[config.mk]
export PLATFORM = sky130hd
export DESIGN_NAME = ctrl_sequencer
export DESIGN_NICKNAME = d
export VERILOG_FILES = /design/src/rtl/ctrl_sequencer.sv
export SDC_FILE = /design/constraint.sdc
export NUM_CORES = 1
export LEC_CHECK = 0
export ABC_AREA = 0
export CAP_MARGIN = 15
export CORE_MARGIN = 5
export CORE_UTILIZATION = 36
export DETAILED_ROUTE_END_ITERATION = 6
export PLACE_DENSITY = 0.81
export SLEW_MARGIN = 20
export SYNTH_ARGS = -nofsm -noshare
export SYNTH_HDL_FRONTEND = slang
export SYNTH_SLANG_ARGS = --single-unit
[constraint.sdc]
create_clock -name clk -period 1.8 [get_ports clk]
set_clock_uncertainty 0.05 [all_clocks]
set_input_delay 0.18 -clock clk [delete_from_list [all_inputs] [get_ports clk]]
set_output_delay 0.18 -clock clk [all_outputs]
set_load 0.005 [all_outputs]
[src/rtl/ctrl_sequencer.sv]
// ctrl_sequencer: hardwired T-state control unit driving bus select, load strobes, ALU op and memory handshake
module ctrl_sequencer #(
    parameter int MEM_WAIT_MAX = 0
) (
    input  logic        clk,
    input  logic        clr,
    input  logic [31:0] ir,
    input  logic        mem_done,
    output logic [31:0] bus_sel,
    output logic [15:0] reg_in,
    output logic        pc_in,
    output logic        ir_in,
    output logic        y_in,
    output logic        z_in,
    output logic        mar_in,
    output logic        hi_in,
    output logic        lo_in,
    output logic        mdr_in,
    output logic        mdr_read,
    output logic [3:0]  alu_op,
    output logic        mem_read,
    output logic        mem_write,
    output logic        run,
    output logic [1:0]  fault,
    output logic [3:0]  tstate
);
    localparam int WW = (MEM_WAIT_MAX > 0) ? $clog2(MEM_WAIT_MAX + 1) : 1;
    localparam logic [WW-1:0] LAST = WW'((MEM_WAIT_MAX > 0) ? MEM_WAIT_MAX - 1 : 0);
    localparam int B_HI  = 16;
    localparam int B_LO  = 17;
    localparam int B_ZHI = 18;
    localparam int B_ZLO = 19;
    localparam int B_PC  = 20;
    localparam int B_MDR = 21;
    localparam int B_C   = 23;
    typedef enum logic [3:0] {
        S_T0 = 4'd0, S_T1 = 4'd1, S_T2 = 4'd2, S_T3 = 4'd3,
        S_T4 = 4'd4, S_T5 = 4'd5, S_T6 = 4'd6, S_T7 = 4'd7,
        S_HALT = 4'd8, S_RST = 4'hF
    } state_t;
    state_t        r_state;
    state_t        w_nxt;
    logic [1:0]    r_fault;
    logic [WW-1:0] r_wait;
    logic [4:0]    w_op;
    logic [3:0]    w_ra;
    logic [3:0]    w_rb;
    logic [3:0]    w_rc;
    logic [15:0]   w_ra1h;
    logic          w_ld;
    logic          w_st;
    logic          w_addi;
    logic          w_alu;
    logic          w_mul;
    logic          w_mfhi;
    logic          w_mflo;
    logic          w_nop;
    logic          w_ill;
    logic          w_mem;
    logic          w_tmo;
    logic          w_unused;
    assign w_op     = ir[31:27];
    assign w_ra     = ir[26:23];
    assign w_rb     = ir[22:19];
    assign w_rc     = ir[18:15];
    assign w_unused = ^ir[14:0];
    assign w_ra1h   = 16'd1 << w_ra;
    assign w_ld     = w_op == 5'd0;
    assign w_st     = w_op == 5'd1;
    assign w_addi   = w_op == 5'd2;
    assign w_alu    = (w_op >= 5'd3) && (w_op <= 5'd6);
    assign w_mul    = w_op == 5'd7;
    assign w_mfhi   = w_op == 5'd8;
    assign w_mflo   = w_op == 5'd9;
    assign w_nop    = w_op == 5'd10;
    assign w_ill    = w_op > 5'd11;
    assign w_mem    = (r_state == S_T1) || (r_state == S_T6 && w_ld) || (r_state == S_T7 && w_st);
    assign w_tmo    = (MEM_WAIT_MAX > 0) && w_mem && !mem_done && (r_wait == LAST);
    assign run      = (r_state != S_RST) && (r_state != S_HALT);
    assign fault    = r_fault;
    assign tstate   = r_state;
    // state register, sticky fault and memory wait counter (cleared on entry to every memory state)
    always_ff @(posedge clk) begin
        if (!clr) begin
            r_state <= S_RST;
            r_fault <= 2'd0;
            r_wait  <= '0;
        end else begin
            r_state <= w_nxt;
            r_wait  <= (w_mem && w_nxt == r_state) ? r_wait + WW'(1) : '0;
            if (w_tmo) r_fault <= 2'd2;
            else if (r_state == S_T3 && w_ill) r_fault <= 2'd1;
        end
    end
    // next state and strobes per T-state; memory states also react to mem_done in the completing cycle
    always_comb begin
        w_nxt     = r_state;
        bus_sel   = '0;
        reg_in    = '0;
        pc_in     = 1'b0;
        ir_in     = 1'b0;
        y_in      = 1'b0;
        z_in      = 1'b0;
        mar_in    = 1'b0;
        hi_in     = 1'b0;
        lo_in     = 1'b0;
        mdr_in    = 1'b0;
        mdr_read  = 1'b0;
        alu_op    = 4'd0;
        mem_read  = 1'b0;
        mem_write = 1'b0;
        case (r_state)
            S_RST: w_nxt = S_T0;
            S_T0: begin
                bus_sel = 32'd1 << B_PC;
                mar_in  = 1'b1;
                alu_op  = 4'd5;
                z_in    = 1'b1;
                w_nxt   = S_T1;
            end
            S_T1: begin
                mem_read = 1'b1;
                mdr_read = 1'b1;
                mdr_in   = mem_done;
                pc_in    = mem_done;
                bus_sel  = mem_done ? 32'd1 << B_ZLO : '0;
                w_nxt    = mem_done ? S_T2 : (w_tmo ? S_HALT : S_T1);
            end
            S_T2: begin
                bus_sel = 32'd1 << B_MDR;
                ir_in   = 1'b1;
                w_nxt   = S_T3;
            end
            S_T3: begin
                if (w_ld || w_st || w_addi || w_alu || w_mul) begin
                    bus_sel = 32'd1 << (w_mul ? w_ra : w_rb);
                    y_in    = 1'b1;
                    w_nxt   = S_T4;
                end else if (w_mfhi || w_mflo) begin
                    bus_sel = 32'd1 << (w_mfhi ? B_HI : B_LO);
                    reg_in  = w_ra1h;
                    w_nxt   = S_T0;
                end else begin
                    w_nxt = w_nop ? S_T0 : S_HALT;
                end
            end
            S_T4: begin
                bus_sel = w_mul ? 32'd1 << w_rb : (w_alu ? 32'd1 << w_rc : 32'd1 << B_C);
                alu_op  = w_mul ? 4'd4 : (w_alu ? w_op[3:0] - 4'd3 : 4'd0);
                z_in    = 1'b1;
                w_nxt   = S_T5;
            end
            S_T5: begin
                bus_sel = 32'd1 << B_ZLO;
                lo_in   = w_mul;
                mar_in  = w_ld || w_st;
                reg_in  = (w_mul || w_ld || w_st) ? '0 : w_ra1h;
                w_nxt   = (w_mul || w_ld || w_st) ? S_T6 : S_T0;
            end
            S_T6: begin
                if (w_mul) begin
                    bus_sel = 32'd1 << B_ZHI;
                    hi_in   = 1'b1;
                    w_nxt   = S_T0;
                end else if (w_ld) begin
                    mem_read = 1'b1;
                    mdr_read = 1'b1;
                    mdr_in   = mem_done;
                    w_nxt    = mem_done ? S_T7 : (w_tmo ? S_HALT : S_T6);
                end else begin
                    bus_sel = 32'd1 << w_ra;
                    mdr_in  = 1'b1;
                    w_nxt   = S_T7;
                end
            end
            S_T7: begin
                if (w_ld) begin
                    bus_sel = 32'd1 << B_MDR;
                    reg_in  = w_ra1h;
                    w_nxt   = S_T0;
                end else begin
                    mem_write = 1'b1;
                    w_nxt     = mem_done ? S_T0 : (w_tmo ? S_HALT : S_T7);
                end
            end
            default: w_nxt = S_HALT;
        endcase
    end
endmodule

Yosys cells after proc, flatten, opt, wreduce, memory -nomap -nowiden
Index checks and enable logic that the tools add are counted.

word-level totals
  register bits after elaboration = 5
  input port bits = 35
  output and inout bits = 70
  logic and storage cells = 88

cells by class
  add/sub/neg operators = 1
  order comparisons = 3
  equality and inequality tests = 16
  shift operators = 6
  muxes and demuxes = 47
  reduce and logical (&&, ||, !) cells = 13

operators with widths
  operator                                                           number
  case mux 32 bit (8 select lines)                                   1
  2-to-1 mux 32 bit                                                  6
  << shifter 1 x 4 -> 32 bit, first input constant                   4
  2-to-1 mux 16 bit                                                  4
  case mux 16 bit (3 select lines)                                   1
  case mux 4 bit (9 select lines)                                    1
  << shifter 1 x 5 -> 32 bit, first input constant                   1
  2-to-1 mux 4 bit                                                   6
  2-to-1 mux 22 bit                                                  1
  2-to-1 mux 20 bit                                                  1
  2-to-1 mux 1 bit                                                   17
  == test 4 x 3 -> 1 bit, second input constant                      4
  << shifter 1 x 4 -> 16 bit, first input constant                   1
  == test 5 x 4 -> 1 bit, second input constant                      3
  2-to-1 mux 3 bit                                                   4
  == test 4 x 2 -> 1 bit, second input constant                      2
  inequality test 4 bit, second input constant                       2
  case mux 4 bit (2 select lines)                                    1
  logical OR 1 bit                                                   7
  case mux 1 bit (2 select lines)                                    3
  == test 5 x 1 -> 1 bit, second input constant                      1
  == test 5 x 2 -> 1 bit, second input constant                      1
  == test 5 x 3 -> 1 bit, second input constant                      1
  greater-or-equal comparator 5 x 2 -> 1 bit, second input constant  1
  other kinds (10)                                                   12

Logic depth before layout (Yosys ltp)
Gate-level depths: netlist (run 1).

  depth in word-level cells = 7
  gate-level depth with buffers = 8
  depth with buffers taken out = 6

Worst setup path after synthesis (run 1)
No wires, ideal clock.

  path kind = register to output
  start point = register r_state[1], in the netlist tstate[1]
  end point = output bus_sel[10]
  arrival = 1.704 ns
  setup slack = -0.134 ns
  cell stages (with the launch flop) = 7
  path through = dfxtp_1 buf_2 or4b_1 buf_2 a21oi_4 nand3_1 o221ai_1

between the ends
  cells in the longest elaborated chain, start to end = 2
  elaborated cells between the ends (all ways) = 9
  those cells by class = 7 x eq/ne; 1 x mux; 1 x reduce/logical

ends and longest elaborated chain
  item                                                  line  RTL
  start: declaration                                    41    state_t r_state;
  start signal: assignment                              89    r_state <= w_nxt;
  == test 4 x 3 -> 1 bit, or another cell as far along  112   case (r_state)
  case mux 32 bit (8 select lines) (*)                  112
  end: declaration                                      9     output logic [31:0] bus_sel,

Every way passes the cells marked *; elsewhere a longest branch is shown, timed or not.

Worst setup path in the final report (run 1)
  start point = register r_state[0], in the netlist tstate[0]
  end point = output bus_sel[13]

Same word-level chain as after synthesis.

==> results of run 1 <==
sequential cells by signal, summed over array words and instances (netlist names):
| register | count |
|---|---|
| fault | 1 |
| tstate | 4 |
layout make-up:
cell class,instances,area [sq um]
timing repair buffer,217,1790
clock buffer,4,45.0
sequential,5,105
fill,236,693
multi-input combinational,232,2270
inverter,5,43.8
tap,70,87.6
worst max-delay path: stages (launching register included):
cell and delay [ns]:
dfxtp_2 0.32, or4b_4 0.64, a21oi_4 0.20, buf_12 0.15
buf_6 0.10, nand4_4 0.12, o221ai_2 0.18, buf_2 0.17
report_power, final:
group	total (uW)	internal (uW)	switching, uW	leakage [uW]
registers	129	121	8.33	0.0000412
logic	781	362	419	0.00185
clock network	225	154	71.8	0.0000228
cell families (layout without fill, tap and decap cells):
kind of cell               after synthesis  in the layout  synth area share, %
DFF                                      5              5                 5.45
muxes                                    3              3                 1.77
adders and majority gates                4              4                 2.72
xor gates and xnor gates                 1              1                0.477
buffers and inverters                   38            226                 12.0
and+or+nand+nor                        150            150                 48.6
AOI/OAI and AO/OA                       63             64                 28.8
other                                    1             10                0.204
layer usage:
layer	vias up	share of wire [%]	track usage [%]
met2	382	46	57.1
met3	119	12	9.65
met1	1635	35	40.1
met4	0	7.4	23.1
met5	-	0	0
li1	1408	-	-
repair_timing:
item | 4_1_cts | 5_1_grt
setup buffers | 38 | 20
endpoints found under the hold margin | 0 | 0
endpoints found under the setup margin | 58 | 54
resized for setup | 291 | 86
cloned | 3 | 0
pin swaps | 38 | 36
cells in the final DEF (no fill, tap or decap), drive strengths merged, types with 4 or more instances in the layout:
master and count:
nor2 26, conb 10, a21oi 7, o21ai 4, nor3 37, nand2 15, nand3 6, a211oi 4
a22oi 8, dlygate4sd2 8, clkbuf 5, and3 5, a32oi 5, o221ai 16, nand2b 12, dfxtp 5
nor4 12, nor3b 8, ha 4, nor2b 8, clkdlybuf4s50 19, buf 188, o211ai 4
metrics by stage:
| step | cell area, sq um | worst slack [ns] | std cells |
|---|---|---|---|
| after CTS | 4030 | -0.391 | 515 |
| after floorplan | 1990 | -0.119 | 274 |
| after global placement | 3280 | -1.08 | 470 |
| final | 4350 | -0.547 | 533 |
| after global routing | 4350 | -0.620 | 533 |
| after detailed placement | 3280 | -1.18 | 470 |
how the worst max path moves through the flow:
stage / from / to / slack, ns / cells after the start
final: tstate[0]$_SDFF_PN1_ / bus_sel[13] / -0.55 / 7
after global routing: tstate[0]$_SDFF_PN1_ / bus_sel[12] / -0.62 / 7
after CTS: tstate[1]$_SDFF_PN1_ / bus_sel[14] / -0.39 / 7
after detailed placement: ir[28] / reg_in[8] / -1.18 / 8
after global placement: ir[27] / bus_sel[8] / -1.08 / 9
after floorplan: tstate[1]$_SDFF_PN1_ / bus_sel[5] / -0.12 / 6
==> results.json, run 1 <==
{
  "status": "finished with violations",
  "violations": "setup timing",
  "dpl.hpwl_um": 6260,
  "p_leak_uw": 0.00191,
  "fp.dieArea_sq_um": 6630,
  "final_core_utilization_pct": 86.3,
  "hold_buffers": 0,
  "drv_cap": 0,
  "syn_to_final_growth_pct": 137,
  "grt_pass1_vias": 3431,
  "antenna_found_initial": 0,
  "clock_latency_ns": 0.23,
  "die_x_um": 81.4,
  "finalWorstSetupSlack_ns": -0.547,
  "finalSetupViolCount": 51,
  "min-delay-start": "ir[31]",
  "synthTopCellsByCount": "nor3_1 (32), nor2_1 (26), o221ai_1 (16)",
  "port_buffers": 79,
  "drt_iter0_markers": 447,
  "cts_buffers": 3,
  "r2r-end": "tstate[2]$_SDFF_PN1_",
  "synth-seq-area-share_pct": 5.45,
  "syn_avg_cell_area_sq_um": 6.93,
  "worst_setup_path_end_kind": "primary output",
  "clockBufferDepth": 2,
  "finalCritPeriodShare_pct": 130,
  "root_buffer": "clkbuf_8",
  "hold_end": "tstate[3]$_SDFF_PN1_",
  "wirelength_um": 13800,
  "cts_tree": "yes",
  "syn_inst": 265,
  "synth_warnings": 0,
  "wl_per_cell_um": 25.9,
  "viasPerCell": 6.65,
  "rsz0062_at_grt": "true",
  "cp_max_fo": 7,
  "yosys-top-cells-area": "nor3_1 (8.7%), o221ai_1 (7.6%), dfxtp_1 (5.4%)",
  "hold_path_class": "in2reg",
  "max_freq_mhz": 426,
  "pwr_density_cell_nw_per_um2": 261,
  "gp_congestion": 0.923,
  "timing.hold.ws_ns": 0.532,
  "pin_count": 105,
  "synth_edf_count": 0,
  "drc": 0,
  "rows": 26,
  "synth.most_common_cell": "nor3_1",
  "total_power_uw": 1140,
  "synth.top_cell.area_share_pct": 8.72,
  "grt_pass1_wl_um": 18000,
  "syn_area_sq_um": 1840,
  "grt.overflow.total": 0,
  "vdd_drop_max_mv": 0.319,
  "floorplan.initialDensity_pct": 36.4,
  "path_clk_slew_ns": 0.04,
  "drive_gt1_share_pct": 66.5,
  "ff2ff_setup_slack_ns": -0.06,
  "ys_ff_latch": 5,
  "finalCriticalPeriod_ns": 2.35,
  "critPathRequiredTime_ns": 1.57,
  "worstSetupPathType": "reg2out",
  "firstDrtPassIters": 5,
  "fp.dieH_um": 81.4,
  "antennaDiodeCount": 0,
  "yosysTopAreaCell": "nor3_1",
  "core_sq_um": 5040,
  "cts_sinks": 5,
  "htree_levels": 1,
  "reg2regPathDepth": 6,
  "hold_path_depth": 5,
  "cp-start-kind": "flop",
  "tightest_slew_ns": 0.530,
  "synth_ff_type": "dfxtp_1",
  "r2r-start": "tstate[3]$_SDFF_PN1_",
  "cp.arrival_ns": 2.12,
  "ys_async_sr_fraction_pct": 0,
  "ys_types": 62,
  "hold_violations": 0,
  "slew_headroom_pct": 64.5,
  "grt_util_all_layers_pct": 35.1,
  "setup-tns-final_ns": -17.21,
  "ant_nets": 0,
  "finalMaxSlewViolations": 0,
  "vias": 3544,
  "grt_max_degree": 19,
  "final_nets": 503
}
Note: power is estimated with default switching activity, not from simulation.
==> inputs of run 2 (changes only) <==
- ABC_CLOCK_PERIOD_IN_PS: not set -> 2200
- CELL_PAD_IN_SITES_DETAIL_PLACEMENT: not set -> 1
- CELL_PAD_IN_SITES_GLOBAL_PLACEMENT: not set -> 2
- CORE_UTILIZATION: 36 -> 19
- PLACE_DENSITY: 0.81 -> 0.82
- clock period: 1.8 -> 2.2 ns (I/O delays scaled with it)
==> results.json, run 2 (same netlist as run 1, synthesis figures left out) <==
{
  "cts_tree": "yes",
  "hold_violations": 0,
  "drive_gt1_share_pct": 62.0,
  "syn_to_final_growth_pct": 132,
  "crit_buf_inv": 3,
  "wirelength_um": 12700,
  "cts_buffers": 3,
  "p_leak_uw": 0.00183,
  "dpl.hpwl_um": 7390,
  "finalCriticalPeriod_ns": 2.35,
  "floorplan.initialDensity_pct": 19.7,
  "placement.cell_area_sq_um": 3230,
  "clock_latency_ns": 0.22,
  "antenna_found_initial": 0,
  "clockBufferDepth": 2,
  "grt_util_all_layers_pct": 20.4,
  "core_sq_um": 9330,
  "slowest_delay_ns": 0.62,
  "worstSetupPathType": "reg2out",
  "finalWorstSetupSlack_ns": -0.151,
  "finalMaxSlewViolations": 0,
  "grt_pass1_vias": 3275,
  "max_freq_mhz": 425,
  "cts_sinks": 5,
  "final_nets": 493,
  "cp_max_fo": 6,
  "htree_levels": 1,
  "pwr_density_cell_nw_per_um2": 204,
  "final_common_cell": "buf_4",
  "status": "finished with violations",
  "fp.dieArea_sq_um": 11700,
  "finalSetupViolCount": 24,
  "cp-start-kind": "flop",
  "finalCritPeriodShare_pct": 107,
  "die_x_um": 108,
  "grt_max_degree": 15,
  "largest_reg_flops": 4,
  "root_buffer": "clkbuf_8",
  "worst_setup_path_end_kind": "primary output",
  "path_clk_slew_ns": 0.03,
  "drc": 0,
  "cp_top_family": "simple AND/OR/NAND/NOR gates",
  "drv_cap": 0,
  "ant_nets": 0,
  "gp_congestion": 0.932,
  "firstDrtPassIters": 4,
  "wl_per_cell_um": 21.8,
  "cp_slowest_cell": "or4b_4",
  "fp.dieH_um": 108,
  "drt_iter0_markers": 136,
  "cp.arrival_ns": 2.08,
  "final_core_utilization_pct": 45.6,
  "layout_common_cells": "buf_4 (96), buf_2 (35), buf_6 (27)",
  "rsz0062_at_grt": "true",
  "antennaDiodeCount": 0,
  "cp_cell_sequence": "or4b_4 > buf_8 > buf_6 > nor3b_4 > a22oi_2 > o221ai_4 > buf_2",
  "final_area_sq_um": 4250,
  "rows": 35,
  "port_buffers": 79,
  "critPathRequiredTime_ns": 1.93,
  "grt.overflow.total": 0,
  "grt_pass1_wl_um": 18800,
  "viasPerCell": 5.26,
  "hold_path_class": "reg2reg",
  "pin_count": 105,
  "vdd_drop_max_mv": 0.137,
  "vias": 3063,
  "violations": "setup timing"
}
run 2: changes by cell type in the layout (fill, tap and decap cells not counted), sizes merged, moves of 2 or more:
cell,delta
clkdlybuf4s15,+3
clkbuf,+2
clkdlybuf4s50,+4
inv,+2
buf,-23
clkinv,-2
dlygate4sd2,+3
run 2: metrics by stage:
step	TNS [ns]	power (uW)	worst slack, ns	hold slack [ns]	std cells
after CTS	-0.515	809	-0.0755	0.409	575
final	-1.49	867	-0.151	0.416	582
after detailed placement	-37.24	498	-0.916	0.410	528
after global placement	-32.22	489	-0.783	0.395	528
after floorplan	0	295	0.213	0.283	274
after global routing	-3.23	910	-0.183	0.454	582
run 2: area by class of cell:
cell class,count,area [sq um]
multi-input combinational,232,2200
inverter,5,31.3
clock buffer,4,45.0
fill,1099,5070
tap,129,161
sequential,5,104
timing repair buffer,207,1720
run 2: per-layer routing:
layer / vias to the layer above / share of wire, % / track usage (%)
met2: 125 / 51 / 37.3
li1: 1390 / - / -
met3: 31 / 5.6 / 2.99
met5: - / 0 / 0
met4: 0 / 2.6 / 5.32
met1: 1517 / 41 / 25.0
run 2: worst min-delay path: cells and delay by family (launching register included):
kind / cells / cell delay [ns]
compound gates: 1 / 0.06
flops: 1 / 0.32
simple gates: 1 / 0.05
run 2: path summary, 6_finish.rpt:
path / from / to / slack [ns] / cells past startpoint
worst max-delay path: tstate[3]$_SDFF_PN1_ / bus_sel[10] / -0.15 / 7
worst min-delay path: fault[0]$_SDFFE_PN0P_ / fault[0]$_SDFFE_PN0P_ / 0.42 / 2
worst max register to register: tstate[3]$_SDFF_PN1_ / tstate[2]$_SDFF_PN1_ / 0.33 / 7
worst min register to register: fault[0]$_SDFFE_PN0P_ / fault[0]$_SDFFE_PN0P_ / 0.42 / 2
run 2: repair_timing:
action / in CTS / in global routing
endpoints found under the hold margin: 0 / 0
hold buffers: 0 / 0
setup endpoints to repair: 51 / 37
buffers inserted: 43 / 7
resized for setup: 295 / 44
pin swaps: 38 / 17
gates cloned: 1 / 0
run 2: power breakdown:
part,leakage [uW],internal (uW),switching (uW),total (uW)
combinational,0.00176,279,312,591
sequential,0.0000412,98.6,5.96,105
clock,0.0000228,124,46.8,171
==> inputs of run 3 (changes only) <==
- CTS_CLUSTER_SIZE: not set -> 24
==> results of run 3 <==
Final layout, timing and power as in run 2 (identical DEF).
